## src/rtl/wrselh_rmw_if.sv

```systemverilog
// Store-request and single-port memory bus for wrselh_rmw.
// The slave modport is the store block's view of the bus. The master modport is the LSU and RAM view.
interface wrselh_rmw_if #(
   parameter int ADDR_WIDTH = 10
);
   logic                  req_valid;
   logic                  req_ready;
   logic [ADDR_WIDTH-1:0] req_addr;
   logic [1:0]            req_offset;
   logic [1:0]            req_size;
   logic [31:0]           req_data;
   logic                  mem_en;
   logic                  mem_we;
   logic [ADDR_WIDTH-1:0] mem_addr;
   logic [31:0]           mem_wdata;
   logic [31:0]           mem_rdata;
   logic                  done;
   logic                  error;

   modport slave (
      input  req_valid, req_addr, req_offset, req_size, req_data, mem_rdata,
      output req_ready, mem_en, mem_we, mem_addr, mem_wdata, done, error
   );

   modport master (
      output req_valid, req_addr, req_offset, req_size, req_data, mem_rdata,
      input  req_ready, mem_en, mem_we, mem_addr, mem_wdata, done, error
   );
endinterface

```

## src/rtl/wrselh_rmw.sv

```systemverilog
// Places byte, half-word and word stores into the byte lanes of a 32-bit word.
// The RAM has no byte enables, so sub-word stores use a read-modify-write sequence.
module wrselh_rmw #(
   parameter int ADDR_WIDTH   = 10,
   parameter int READ_LATENCY = 1
) (
   input  logic         clk,
   input  logic         rst,
   wrselh_rmw_if.slave  bus
);
   typedef enum logic [1:0] {
      IDLE  = 2'd0,
      READ  = 2'd1,
      WAIT  = 2'd2,
      WRITE = 2'd3
   } state_t;

   localparam int CNT_W = (READ_LATENCY > 1) ? $clog2(READ_LATENCY) : 1;
   localparam logic [CNT_W-1:0] CNT_LAST = CNT_W'(READ_LATENCY - 1);

   localparam logic [1:0] SIZE_BYTE = 2'b00;
   localparam logic [1:0] SIZE_HALF = 2'b01;
   localparam logic [1:0] SIZE_WORD = 2'b10;

   state_t                state_r;
   state_t                state_s;
   logic [ADDR_WIDTH-1:0] addr_r;
   logic [1:0]            offset_r;
   logic [1:0]            size_r;
   logic [31:0]           data_r;
   logic [CNT_W-1:0]      cnt_r;
   logic [31:0]           wdata_r;
   logic                  en_r;
   logic                  we_r;
   logic                  done_r;
   logic                  error_r;
   logic                  ready_r;
   logic                  accept_s;
   logic                  bad_s;
   logic                  last_wait_s;

   // Reserved size, an odd half-word offset, and a word store with a non-zero offset are rejected.
   function automatic logic is_bad(input logic [1:0] size, input logic [1:0] off);
      logic bad;
      case (size)
         SIZE_BYTE: bad = 1'b0;
         SIZE_HALF: bad = off[0];
         SIZE_WORD: bad = (off != 2'b00);
         default:   bad = 1'b1;
      endcase
      return bad;
   endfunction

   // Lanes outside the store keep the value read from memory.
   function automatic logic [31:0] merge(input logic [31:0] old, input logic [31:0] data,
                                          input logic [1:0] off, input logic [1:0] size);
      logic [31:0] w;
      w = old;
      case (size)
         SIZE_BYTE: begin
            case (off)
               2'd0:    w[7:0]   = data[7:0];
               2'd1:    w[15:8]  = data[7:0];
               2'd2:    w[23:16] = data[7:0];
               2'd3:    w[31:24] = data[7:0];
               default: w        = old;
            endcase
         end
         SIZE_HALF: begin
            if (off[1]) begin
               w[31:16] = data[15:0];
            end else begin
               w[15:0] = data[15:0];
            end
         end
         default: w = data;
      endcase
      return w;
   endfunction

   assign accept_s    = bus.req_valid && (state_r == IDLE);
   assign bad_s       = is_bad(bus.req_size, bus.req_offset);
   assign last_wait_s = (state_r == WAIT) && (cnt_r == CNT_LAST);

   // Next-state logic; WAIT lasts exactly READ_LATENCY cycles.
   always_comb begin
      state_s = state_r;
      case (state_r)
         IDLE: begin
            if (accept_s && !bad_s) begin
               state_s = (bus.req_size == SIZE_WORD) ? WRITE : READ;
            end else begin
               state_s = IDLE;
            end
         end
         READ: state_s = WAIT;
         WAIT: begin
            if (last_wait_s) begin
               state_s = WRITE;
            end else begin
               state_s = WAIT;
            end
         end
         WRITE:   state_s = IDLE;
         default: state_s = IDLE;
      endcase
   end

   // State register and outputs registered from the next state.
   always_ff @(posedge clk or posedge rst) begin
      if (rst) begin
         state_r <= IDLE;
         ready_r <= 1'b1;
         en_r    <= 1'b0;
         we_r    <= 1'b0;
         done_r  <= 1'b0;
         error_r <= 1'b0;
      end else begin
         state_r <= state_s;
         ready_r <= (state_s == IDLE);
         en_r    <= (state_s == READ) || (state_s == WRITE);
         we_r    <= (state_s == WRITE);
         done_r  <= (state_s == WRITE);
         error_r <= accept_s && bad_s;
      end
   end

   // Request capture at accept.
   always_ff @(posedge clk or posedge rst) begin
      if (rst) begin
         addr_r   <= '0;
         offset_r <= 2'b00;
         size_r   <= 2'b00;
         data_r   <= 32'h0000_0000;
      end else if (accept_s) begin
         addr_r   <= bus.req_addr;
         offset_r <= bus.req_offset;
         size_r   <= bus.req_size;
         data_r   <= bus.req_data;
      end
   end

   // Read-latency counter, cleared outside WAIT.
   always_ff @(posedge clk or posedge rst) begin
      if (rst) begin
         cnt_r <= '0;
      end else if (state_r == WAIT) begin
         cnt_r <= cnt_r + CNT_W'(1);
      end else begin
         cnt_r <= '0;
      end
   end

   // Write word: store data for word stores, merged read data after the last WAIT cycle.
   always_ff @(posedge clk or posedge rst) begin
      if (rst) begin
         wdata_r <= 32'h0000_0000;
      end else if (accept_s && !bad_s && (bus.req_size == SIZE_WORD)) begin
         wdata_r <= bus.req_data;
      end else if (last_wait_s) begin
         wdata_r <= merge(bus.mem_rdata, data_r, offset_r, size_r);
      end
   end

   assign bus.req_ready = ready_r;
   assign bus.mem_en    = en_r;
   assign bus.mem_we    = we_r;
   assign bus.mem_addr  = addr_r;
   assign bus.mem_wdata = wdata_r;
   assign bus.done      = done_r;
   assign bus.error     = error_r;
endmodule

```

## src/flat_wrapper.sv

```systemverilog
// flat-port wrapper written by rule: the top's interface ports become plain ports
module wrselh_rmw_flat 
#(
   parameter int ADDR_WIDTH   = 10,
   parameter int READ_LATENCY = 1
)
  (clk, rst, bus_req_valid, bus_req_addr, bus_req_offset, bus_req_size, bus_req_data, bus_mem_rdata, bus_req_ready, bus_mem_en, bus_mem_we, bus_mem_addr, bus_mem_wdata, bus_done, bus_error);
  wrselh_rmw_if #(.ADDR_WIDTH(ADDR_WIDTH)) bus_i ();
  input  logic clk;
  input  logic rst;
  input wire logic [$bits(bus_i.req_valid)-1:0] bus_req_valid;
  input wire logic [$bits(bus_i.req_addr)-1:0] bus_req_addr;
  input wire logic [$bits(bus_i.req_offset)-1:0] bus_req_offset;
  input wire logic [$bits(bus_i.req_size)-1:0] bus_req_size;
  input wire logic [$bits(bus_i.req_data)-1:0] bus_req_data;
  input wire logic [$bits(bus_i.mem_rdata)-1:0] bus_mem_rdata;
  output wire logic [$bits(bus_i.req_ready)-1:0] bus_req_ready;
  output wire logic [$bits(bus_i.mem_en)-1:0] bus_mem_en;
  output wire logic [$bits(bus_i.mem_we)-1:0] bus_mem_we;
  output wire logic [$bits(bus_i.mem_addr)-1:0] bus_mem_addr;
  output wire logic [$bits(bus_i.mem_wdata)-1:0] bus_mem_wdata;
  output wire logic [$bits(bus_i.done)-1:0] bus_done;
  output wire logic [$bits(bus_i.error)-1:0] bus_error;
  assign bus_i.req_valid = bus_req_valid;
  assign bus_i.req_addr = bus_req_addr;
  assign bus_i.req_offset = bus_req_offset;
  assign bus_i.req_size = bus_req_size;
  assign bus_i.req_data = bus_req_data;
  assign bus_i.mem_rdata = bus_mem_rdata;
  assign bus_req_ready = bus_i.req_ready;
  assign bus_mem_en = bus_i.mem_en;
  assign bus_mem_we = bus_i.mem_we;
  assign bus_mem_addr = bus_i.mem_addr;
  assign bus_mem_wdata = bus_i.mem_wdata;
  assign bus_done = bus_i.done;
  assign bus_error = bus_i.error;
  wrselh_rmw #(.ADDR_WIDTH(ADDR_WIDTH), .READ_LATENCY(READ_LATENCY)) u_core (.clk(clk), .rst(rst), .bus(bus_i));
endmodule
```

## config.mk

```make
export PLATFORM = sky130hd
export DESIGN_NAME = wrselh_rmw_flat
export DESIGN_NICKNAME = d
export VERILOG_FILES = /design/src/rtl/wrselh_rmw_if.sv /design/src/rtl/wrselh_rmw.sv /design/src/flat_wrapper.sv
export SDC_FILE = /design/constraint.sdc
export NUM_CORES = 1
export LEC_CHECK = 0
export CORE_ASPECT_RATIO = 1.5
export CORE_UTILIZATION = 30
export CTS_BUF_LIST = sky130_fd_sc_hd__clkbuf_16
export CTS_CLUSTER_DIAMETER = 80
export CTS_CLUSTER_SIZE = 25
export DETAILED_ROUTE_END_ITERATION = 6
export DONT_BUFFER_PORTS = 1
export SYNTH_ARGS = -nofsm -noshare
export SYNTH_HDL_FRONTEND = slang
export SYNTH_SLANG_ARGS = --single-unit
```

## constraint.sdc

```tcl
create_clock -name clk -period 3.2 [get_ports clk]
set_input_delay 0.32 -clock clk [delete_from_list [all_inputs] [get_ports clk]]
set_output_delay 0.32 -clock clk [all_outputs]
set_load 0.01 [all_outputs]
```

### Yosys cells after proc, flatten, opt, wreduce, memory -nomap -nowiden

Cells that the tools add are included.

* output and inout port bits: 47
* logic and storage cells: 53
* input bits: 81
* bits in registers: 85

* equality and inequality tests: 11
* add/subtract/negate cells: 1
* muxes and demuxes: 15
* bitwise logic cells: 1
* reduce and logical (&&, ||, !) cells: 14

Operator list (number)
* $mux 32: 2
* $pmux 32 s2: 1
* $mux 16: 2
* $mux 8: 4
* $eq 2x2->1 const B: 6
* $eq 2x1->1 const B: 5
* $logic_not 2->1: 5
* $pmux 2 s4: 1
* $logic_and 1x1->1: 5
* $mux 2: 2
* $reduce_bool 2->1: 2
* $pmux 1 s3: 1
* $mux 1: 2
* $add 1x1->1 const B: 1
* $logic_not 1->1: 1
* $logic_or 1x1->1: 1
* $not 1->1: 1

### Depth between registers and ports, before layout

* word-level depth: 8
* mapped depth: 9
* depth with buffers taken out: 7

### Worst setup path after synthesis

No wires, ideal clock.

* path type: flip-flop to flip-flop
* start: register u_core.state_r[0]
* end: register u_core.addr_r[0], in the netlist u_core.bus.mem_addr[0]
* arrival time: 1655 ps
* stages on the path, launching flop included: 8
* path buffers: 3
* clock period less this slack: 1780 ps
* setup time: 125 ps
* required time: 3075 ps
* slack: 1420 ps
* cells stage by stage: dfrtp_1 -> inv_1 -> ha_1 -> and2_1 -> clkbuf_1 -> buf_2 -> buf_2 -> mux2_2

* cells in the longest elaborated chain, start to end: 2

Ends and longest elaborated chain
* start, declared: line wrselh_rmw.sv:25 `state_t state_r;`
* start signal, assigned: line wrselh_rmw.sv:119 `state_r <= state_s;`
* $logic_not 2->1: line wrselh_rmw.sv:81 `assign accept_s = bus.req_valid && (state_r == IDLE);`
* $logic_and 1x1->1: line wrselh_rmw.sv:81
* end signal, assigned: line wrselh_rmw.sv:136 `addr_r <= bus.req_addr;`
* end, declared: line wrselh_rmw.sv:27 `logic [ADDR_WIDTH-1:0] addr_r;`

Every way passes these cells.
A chain may end at the register's enable or synchronous reset.

### Worst setup path in the final report

* start: register u_core.size_r[0]
* end: register u_core.wdata_r[4], in the netlist u_core.bus.mem_wdata[4]

* cells in the longest elaborated chain, start to end: 4
* elaborated cells between the ends (all ways): 5
* classes of those cells: eq/ne (1); mux (3); reduce/logical (1)

Ends and longest elaborated chain
* start, declared: line wrselh_rmw.sv:29 `logic [1:0] size_r;`
* start signal, assigned: line wrselh_rmw.sv:138 `size_r <= bus.req_size;`
* $eq 2x1->1 / $logic_not 2->1 (equally long branches): line wrselh_rmw.sv:59 `case (size)`
* $pmux 32 s2 (*): line wrselh_rmw.sv:59
* $mux 32 (*): line wrselh_rmw.sv:160 `end else if (last_wait_s) begin`
* $mux 32 (*): line wrselh_rmw.sv:158 `end else if (accept_s && !bad_s && (bus.req_size == SIZE_WORD)) begin`
* end signal, assigned: line wrselh_rmw.sv:159 `wdata_r <= bus.req_data;`
* end signal, assigned: line wrselh_rmw.sv:161 `wdata_r <= merge(bus.mem_rdata, data_r, offset_r, size_r);`
* end, declared: line wrselh_rmw.sv:32 `logic [31:0] wdata_r;`

Mark *: on every way between the ends. The rest lies on a longest branch, timed or not. The select of a mux whose other input is x is not followed.

==> results.md <==
* Data arrival, critical path at about 2.4 ns
* HP Class: primary input to asynchronous set/reset pin
* Synthesized flop and latch total at between 80 and 90
* Setup Fix Bufs, Post-CTS at 0
* TNS Setup at 0 ns
* Setup crit start kind: register
* Fmax at about 0.47 GHz
* Max_slew headroom at 0.3759
* RSZ-0062 raised after global routing: false
* Per-cell routed wire length at 20.82 um
* CTS tree: yes
* Clock Tree Buf Depth at 2
* Sequential area share after synthesis at 0.4797
* Vias/cell at around 5.5
* Gate power share at 0.240
* Initial antenna violation count at 3
* Post-CTS Resized at 0
* Post-Syn Area at 4384 sq um
* Cts bufs inserted at 9
* Yosys top cell area share at 0.4737
* DRT iter0 DRCs at between 200 and 250
* Slew Limit Fails at 0
* Post-Syn Area per Cell at ~10 sq um
* Initial Utilization at 0.3104
* Clock power frac at 0.260
* Status: completed
* Final Hold Viols at 0
* Clock Pin Slew Worst Setup and Hold Paths at roughly 0.060 ns
* Root Driver: clkbuf_16
* GRT Util Overall at 0.1723
* Layout area overhead at 9.789%
* Delay-heaviest family, CP: flip-flops
* Final setup viols at 0
* Crit Path Class: register to register
* Worst path slowest cell: dfrtp_1
* Number of fill cells at roughly 1400
* Clk sinks at 84
* Final hold slack at approximately 0.029 ns
* Post-synthesis async set-or-reset flop share at 1.000
* Drt pass-1 iters at 4
* Syn nets at 502
* Worst-Skew Late Latency at around 0.34 ns
* Library cells used by synthesis at just over 40
* Commonest cells post-synth: dfrtp_1, nand2_1, mux2_2, a21oi_1, o21ai_0
* Max stage delay on crit path at between 0.9 and 1 ns
* Total die area at roughly 15000 sq um
* Post-synth EDFFs at 0
* Core ar. at approximately 14000 sq um
* Routed vias at roughly 3300
* FP Rows at 53
* Cts hold-fix bufs at 0
* CTS H-Tree Depth at 3
* PD cells at around 800 nW/um^2
* Ranking of synthesized cells by area: dfrtp_1, mux2_2, nand2_1
* GRT overflow at 0
* Worst path bufs/invs at 1
* Vias in the first global route at approximately 3400
* Period utilization at 0.6703
* Largest net degree at the start of global routing at 55
* Register area at 2103 sq um
* DR DRC count at 0
* Worst setup EP type: register
* PortBufs at 0
* Largest area contributor in the netlist: dfrtp_1
* Mapped Cells at 418
* Part of the power in registers at 0.500
* I/O Pins at 128
* Most common cell in the netlist: dfrtp_1
* Peak supply drop at roughly 0.27 mV
* Sw frac at 0.3609
* GP Congestion at between 0.8 and 0.9
* Detail Placement HPWL at 9.109 mm
* Die span in y at ~150 um
* Layout cells sized above 1 at 0.2010
* Worst Skew at ~0.0057 ns
* P_leak at roughly 1.9 nW
* Switching pwr at around 1.4 mW
* Yosys warns at 0
* Least-Margin Pin Slew at 0.9362 ns
* Final ANT Viol Nets at 0
* Ys flop type: dfrtp_1
* Cells along the critical path: nor2b_1 -> o21bai_1 -> buf_4 -> mux2i_1 -> o211ai_1
* Int Pwr at between 2 and 2.5 mW
* Die X at approximately 100 um
* First-pass GRT wire length at around 19 mm
* Worst EP required at between 3 and 4 ns
* Min Tclk post-route at between 2 and 2.5 ns
* Nets at a little under 500
* Area occupied by multi-input gates at a little over 2000 sq um
* Critical Path Fanout Max at 34
* Maxcap violations at 0
* Final WL at about 13 mm
## state kept, by name (all words and copies together) (netlist names)
| signal | count |
|---|---|
| u_core.data_r | 32 |
| u_core.bus.mem_we | 1 |
| u_core.bus.mem_addr | 10 |
| u_core.cnt_r | 1 |
| u_core.bus.req_ready | 1 |
| u_core.state_r | 2 |
| u_core.offset_r | 2 |
| u_core.size_r | 2 |
| u_core.bus.error | 1 |
| u_core.bus.mem_wdata | 32 |
## path summary, 6_finish.rpt
kind / startpoint / slack [ns] / cells past startpoint / to
max: u_core.size_r[0] / 1.05 / 5 / u_core.bus.mem_wdata[4]
min: rst / 0.03 / 1 / u_core.bus.mem_addr[9]
max reg2reg: u_core.size_r[0] / 1.05 / 5 / u_core.bus.mem_wdata[4]
min reg2reg: u_core.data_r[20] / 0.50 / 1 / u_core.data_r[20]
max in group asynchronous: rst / 2.31 / 2 / u_core.bus.mem_wdata[1]
min in group clk: bus_req_data[30] / 0.10 / 2 / u_core.bus.mem_wdata[30]
## area by class of cell
| class | instances | area share |
|---|---|---|
| Clock buffer | 9 | 0.04679 |
| Antenna cell | 3 | 0.001560 |
| Clock inverter | 7 | 0.01248 |
| Multi-Input combinational cell | 294 | 0.4315 |
| Inverter | 5 | 0.004159 |
| Sequential cell | 84 | 0.4370 |
| Tap cell | 192 | 0.04991 |
| Timing Repair Buffer | 9 | 0.01664 |
## cells in the final DEF (no fill, tap or decap), types with 2 or more instances in the layout
| cell | n |
|---|---|
| diode_2 | 3 |
| a211o_1 | 6 |
| clkinv_2 | 4 |
| nand2b_1 | 10 |
| nand3_1 | 11 |
| o21ai_1 | 10 |
| buf_4 | 8 |
| nand4bb_1 | 7 |
| a211oi_1 | 7 |
| a21oi_1 | 30 |
| o21ai_0 | 26 |
| nor2b_1 | 3 |
| a221oi_2 | 6 |
| clkbuf_16 | 9 |
| ha_1 | 3 |
| mux2_2 | 45 |
| inv_1 | 5 |
| o311ai_0 | 7 |
| o21a_1 | 2 |
| a31oi_1 | 2 |
| o211ai_1 | 9 |
| dfrtp_1 | 83 |
| and3_1 | 17 |
| a32oi_1 | 2 |
| nor2_1 | 10 |
| mux2i_1 | 14 |
| a21boi_0 | 8 |
| nand2_1 | 49 |
## cells by family (layout without fill, tap and decap cells)
| family | after synthesis | after routing | synth area share |
|---|---|---|---|
| AOI/OAI and AO/OA | 119 | 119 | 0.1812 |
| adders and majority gates | 3 | 3 | 0.008563 |
| buffers and inverters | 40 | 30 | 0.04680 |
| DFF | 84 | 84 | 0.4797 |
| muxes | 59 | 59 | 0.1475 |
| other | 0 | 3 | 0 |
| and+or+nand+nor | 113 | 113 | 0.1361 |
## stage by stage
step / utilization / setup slack [ns] / power (mW) / cell area, sq um / cells
floorplan: - / 0.7165 / 2.636 / 4384 / 418
global placement: 0.3200 / 1.127 / 2.882 / 4521 / 584
detailed placement: 0.3200 / 1.063 / 2.923 / 4521 / 584
CTS: 0.3402 / 1.053 / 3.944 / 4806 / 600
global route: 0.3406 / 0.8454 / 4.158 / 4811 / 602
finish: 0.3408 / 1.055 / 3.909 / 4813 / 603
## metal layers
metal  vias to the layer above  GRT usage  share of wire
met4                         0    0.08551          0.033
li1                       1496          -              -
met1                      1633     0.1934           0.36
met2                       133     0.2959           0.53
met3                        25    0.04951          0.076
met5                         -          0              0
## power groups by stage
| stage | logic [mW] | registers (mW) | clock network (mW) |
|---|---|---|---|
| 2_1_floorplan | 0.875 | 1.76 | 0 |
| 3_3_place_gp | 0.913 | 1.97 | 0 |
| 3_5_place_dp | 0.946 | 1.98 | 0 |
| 4_1_cts | 0.949 | 1.96 | 1.03 |
| 5_1_grt | 1.06 | 2.01 | 1.09 |
| 6_report | 0.940 | 1.95 | 1.02 |
Power figures use the tool's default switching activity.
